## src/rtl/regbank_pkg.sv

```systemverilog
// rtl/regbank_pkg.sv - shared constants for the register bank and destination decode
package regbank_pkg;

  // Default register width
  localparam int DATA_W_DEF = 32;

  // reg_dest select codes from the control unit
  localparam logic [2:0] RD_RT = 3'b000;
  localparam logic [2:0] RD_RD = 3'b001;
  localparam logic [2:0] RD_RA = 3'b010;
  localparam logic [2:0] RD_SP = 3'b011;
  localparam logic [2:0] RD_RS = 3'b100;

  // Architectural register numbers with fixed roles
  localparam logic [4:0] REG_RA = 5'd31;
  localparam logic [4:0] REG_SP = 5'd29;

endpackage

```

## src/rtl/reg_dest_decode.sv

```systemverilog
// rtl/reg_dest_decode.sv - resolves reg_dest into a destination register number
module reg_dest_decode
  import regbank_pkg::*;
(
  input  logic [2:0] reg_dest,
  input  logic [4:0] instr_rt,
  input  logic [4:0] instr_rd,
  input  logic [4:0] instr_rs,
  output logic [4:0] write_addr,
  output logic       dest_legal
);

  // Illegal codes decode to $zero so any downstream write becomes harmless
  always_comb begin
    write_addr = 5'd0;
    dest_legal = 1'b1;
    case (reg_dest)
      RD_RT:   write_addr = instr_rt;
      RD_RD:   write_addr = instr_rd;
      RD_RA:   write_addr = REG_RA;
      RD_SP:   write_addr = REG_SP;
      RD_RS:   write_addr = instr_rs;
      default: dest_legal = 1'b0;
    endcase
  end

endmodule

```

## src/rtl/reg_bank_writeback.sv

```systemverilog
// rtl/reg_bank_writeback.sv - 31x register bank with destination decode, bypassed reads, sticky error
module reg_bank_writeback
  import regbank_pkg::*;
#(
  parameter int              DATA_W   = DATA_W_DEF,
  parameter logic [DATA_W-1:0] SP_RESET = DATA_W'(227)
)
(
  input  logic              clk,
  input  logic              reset,
  input  logic              reg_write,
  input  logic [2:0]        reg_dest,
  input  logic [4:0]        instr_rt,
  input  logic [4:0]        instr_rd,
  input  logic [4:0]        instr_rs,
  input  logic [DATA_W-1:0] write_data,
  input  logic [4:0]        read_reg1,
  input  logic [4:0]        read_reg2,
  output logic [DATA_W-1:0] read_data1,
  output logic [DATA_W-1:0] read_data2,
  output logic [4:0]        write_addr,
  output logic              dest_err
);

  logic              dest_legal;
  logic              wr_en;
  logic              byp_en;
  logic [DATA_W-1:0] regs [31:1];
  logic [DATA_W-1:0] view [0:31];

  reg_dest_decode u_decode (
    .reg_dest   (reg_dest),
    .instr_rt   (instr_rt),
    .instr_rd   (instr_rd),
    .instr_rs   (instr_rs),
    .write_addr (write_addr),
    .dest_legal (dest_legal)
  );

  // A write needs a legal code and a non-zero target; bypass is also held off during reset
  always_comb begin
    wr_en  = reg_write & dest_legal & (write_addr != 5'd0);
    byp_en = wr_en & reset;
  end

  // Register storage: $sp gets its own reset value, $zero has no flop
  always_ff @(posedge clk or negedge reset) begin
    if (!reset) begin
      for (int i = 1; i < 32; i++) begin
        regs[i] <= (i == int'(REG_SP)) ? SP_RESET : '0;
      end
    end else if (wr_en) begin
      for (int i = 1; i < 32; i++) begin
        if (write_addr == 5'(i)) regs[i] <= write_data;
      end
    end
  end

  // Full 32-entry view so read indices never fall outside the array
  always_comb begin
    view[0] = '0;
    for (int i = 1; i < 32; i++) begin
      view[i] = regs[i];
    end
  end

  // Read ports with write-through bypass of the value being written this cycle
  always_comb begin
    read_data1 = view[read_reg1];
    read_data2 = view[read_reg2];
    if (byp_en && (read_reg1 == write_addr)) read_data1 = write_data;
    if (byp_en && (read_reg2 == write_addr)) read_data2 = write_data;
  end

  // Sticky flag for attempted writes with an illegal destination code
  always_ff @(posedge clk or negedge reset) begin
    if (!reset) begin
      dest_err <= 1'b0;
    end else if (reg_write && !dest_legal) begin
      dest_err <= 1'b1;
    end
  end

endmodule

```

## config.mk

```make
export PLATFORM = sky130hd
export DESIGN_NAME = reg_bank_writeback
export DESIGN_NICKNAME = d
export VERILOG_FILES = /design/src/rtl/regbank_pkg.sv /design/src/rtl/reg_dest_decode.sv /design/src/rtl/reg_bank_writeback.sv
export SDC_FILE = /design/constraint.sdc
export NUM_CORES = 2
export LEC_CHECK = 0
export ABC_AREA = 1
export CAP_MARGIN = 20
export CORE_MARGIN = 10
export CORE_UTILIZATION = 55
export CTS_CLUSTER_DIAMETER = 120
export DETAILED_ROUTE_END_ITERATION = 12
export PLACE_DENSITY = 0.72
export SYNTH_ARGS = -nofsm -noshare
export SYNTH_HDL_FRONTEND = slang
export SYNTH_SLANG_ARGS = --single-unit
```

## constraint.sdc

```tcl
create_clock -name clk -period 3.5 [get_ports clk]
set_clock_uncertainty 0.15 [all_clocks]
set_input_delay 0.35 -clock clk [delete_from_list [all_inputs] [get_ports clk]]
set_output_delay 0.35 -clock clk [all_outputs]
set_load 0.02 [all_outputs]
```

==> qor.csv <==
metric,value,unit
die width,340,um
"EDFF count, synth",0,
largest net degree at the start of global routing,180,
drt total wl,217000,um
die height,340,um
Worst R2R End,regs[901],
final hold slack,108,ps
fillers,9134,
1st-iter DRT viols,8784,
number of global-route vias before repair,54700,
Rel. slew slack,0.285,
register area,0.0249,sq mm
routability cong.,0.961,
max cap viols,0,
f_max,300,MHz
Least-Margin Pin Slew,1070,ps
Initial Util,0.553,
# H-tree levels,3,
FF-to-FF setup slack,2600,ps
Yosys cell types,24,
outcome,completed,
first-pass GRT wire length,328000,um
Crit Path Max Fanout,23,
CTS max path bufs,3,
share of cells above drive strength 1,0.0744,
HPWL after DPL,129000,um
P_int,24.6,mW
TritonCTS Buffers,110,
post-route clock period utilization,0.954,
# rows,117,
Tot GR Track Use,0.362,
Remaining DRCs,0,
RSZ-0062 raised after global routing,no,
CTS sink cnt,993,
clock latency on the worst-skew pair,720,ps
crit path DAT,2840,ps
Clock transition at path regs,60,ps
Post-Syn Nets,7913,
NetSw,12.2,mW
endpoints failing hold,0,
ys flop type,dfrtp_1,
Total Power,36.8,mW
placed cell area,0.0600,sq mm
critical path class,primary input to primary output,
Post-Synthesis Cells,7850,
count of final setup violators,0,
Layout Nets,7679,
Final Cell Area,0.0639,sq mm
Critical path origin,reg_dest[1],
Syn. warnings,0,
Clock Tree Root,clkbuf_16,
switch share,0.331,
Comb pwr share,0.225,
"Area growth, synth to finish",13.6,%
Die ar.,0.115,sq mm
Ports,133,
remaining global-route overflow,0,
Post-Synthesis Cell Area,0.0562,sq mm
vias per cell,6.39,
synthesized flop and latch total,993,
drt first pass iters,7,
"Slew Viols, Final",0,
Worst VDD drop,0.000492,V
"Seq/Total Area, Yosys",0.442,
Crit. End Element,primary output,
PwrDens,576,mW/mm^2
routed len/inst,23.9,um
initial antenna violation count,6,
critical path capture point,read_data1[29],
PortBufs,132,
sequential power share,0.438,
CP startpoint kind,primary input,
post-layout minimum cycle time,3340,ps
Critical Path RT,3000,ps
DRT antenna net count,0,
r2r worst-path depth,2,
Synth async-reset ratio,1.00,
CTS tree,done,
Avg Inst Size Synth,7.16,sq um
CORE AREA,0.102,sq mm
multi-input logic area,0.0270,sq mm
reg2reg start,regs[901],
Pleak,29.5,nW
hold crit path type,primary input to flop,
detailed-route via count,58000,
Clock Power Share,0.337,
## how the worst min path moves through the flow
| stage | start | endpoint | slack [ps] | cells after the start |
|---|---|---|---|---|
| after floorplan | reset | dest_err | -100 | 0 |
| final | reg_write | dest_err | 110 | 2 |
| after global routing | reg_write | dest_err | 120 | 2 |
| after global placement | regs[706] | regs[706] | 320 | 2 |
| after detailed placement | regs[518] | regs[518] | 320 | 2 |
| after CTS | reg_write | dest_err | 100 | 2 |
## worst max-delay path, cell delays in order
cell and delay, ps:
clkdlybuf4s50_1 460, buf_4 170, nor2_4 120, nand3_1 100
nand2_1 160, nor2_4 40, nand2_1 90, nor2_2 50
nand2_1 50, nand2_1 100, nor2_4 230, buf_4 150
nand2_1 90, buf_12 190, nand2_1 80, nand2_1 50
dlygate4sd2_1 320
## cells in the mapped netlist (all sizes together) (4+ instances only)
| master | count | area, sq um |
|---|---|---|
| o211ai | 402 | 3020 |
| o21ai | 1645 | 8230 |
| inv | 459 | 1720 |
| clkbuf | 573 | 2150 |
| dfstp | 5 | 131 |
| nand2 | 1930 | 7240 |
| nor2 | 254 | 1050 |
| a21oi | 651 | 3260 |
| xor2 | 4 | 35.0 |
| nand3 | 646 | 3280 |
| dfrtp | 988 | 24700 |
| buf | 191 | 851 |
| nor3 | 99 | 495 |
## cell type report
class,count,share of cell area
Multi-Input combinational cell,5633,0.422
Sequential cell,993,0.389
Timing Repair Buffer,418,0.0736
Clock buffer,162,0.0513
Inverter,460,0.0274
Tap cell,1368,0.0268
Clock inverter,45,0.00942
Antenna cell,4,0.000157
## sequential cells by signal, summed over array words and instances (netlist names)
name	count
regs	992
dest_err	1
## layer usage
layer | vias up | routed length [um] | track usage
met3 | 806 | 28900 | 0.112
met2 | 3857 | 90600 | 0.524
li1 | 26000 | - | -
met4 | 14 | 14800 | 0.219
met5 | - | 84 | 0
met1 | 27400 | 82400 | 0.473
## repair_timing
| action | 4_1_cts | 5_1_grt |
|---|---|---|
| pin swaps | 0 | 2 |
| buffers inserted | 0 | 1 |
| endpoints found under the hold margin | 286 | 0 |
| endpoints found under the setup margin | 64 | 55 |
| hold buffers | 1 | 0 |
| resized for setup | 57 | 41 |
## layout by cell type (no fill, tap or decap), drive strengths merged
cell | netlist | layout
a21o | 1 | 1
a21oi | 651 | 651
buf | 191 | 295
bufinv | 0 | 12
clkbuf | 573 | 172
clkdlybuf4s15 | 0 | 9
clkdlybuf4s50 | 0 | 56
clkinv | 1 | 31
clkinvlp | 0 | 2
dfrtp | 988 | 988
dfstp | 5 | 5
diode | 0 | 4
dlygate4sd2 | 0 | 34
dlygate4sd3 | 0 | 1
dlymetal6s2s | 0 | 13
inv | 459 | 460
nand2 | 1930 | 1930
nand3 | 646 | 646
nand3b | 1 | 1
nor2 | 254 | 254
nor3 | 99 | 99
o211ai | 402 | 402
o21ai | 1645 | 1645
xor2 | 4 | 4
## logic make-up after synthesis
group                  count (synthesis)  synth area share
AO/OA/AOI/OAI                       2699             0.258
XOR/XNOR                               4          0.000623
buffers and inverters               1224            0.0841
flip-flops                           993             0.442
AND/OR/NAND/NOR                     2930             0.215
## power groups by stage
stage	Combinational, mW	Clock, mW	Sequential [mW]
finish	8.27	12.4	16.1
global route	9.33	12.9	16.4
CTS	8.11	12.5	16.1
detailed placement	8.13	0	16.2
global placement	7.85	0	16.1
floorplan	5.52	0	15.8
## metrics by stage
stage          instances  TNS [ps]  utilization  setup slack (ps)
2_1_floorplan       7850         0            -               943
3_3_place_gp        8870    -11670        0.591              -244
3_5_place_dp        8870    -15130        0.591              -296
4_1_cts             9078         0        0.628              1.30
5_1_grt             9081         0        0.629              10.8
6_report            9083         0        0.629               161
Note: power is estimated with default switching activity, not from simulation.
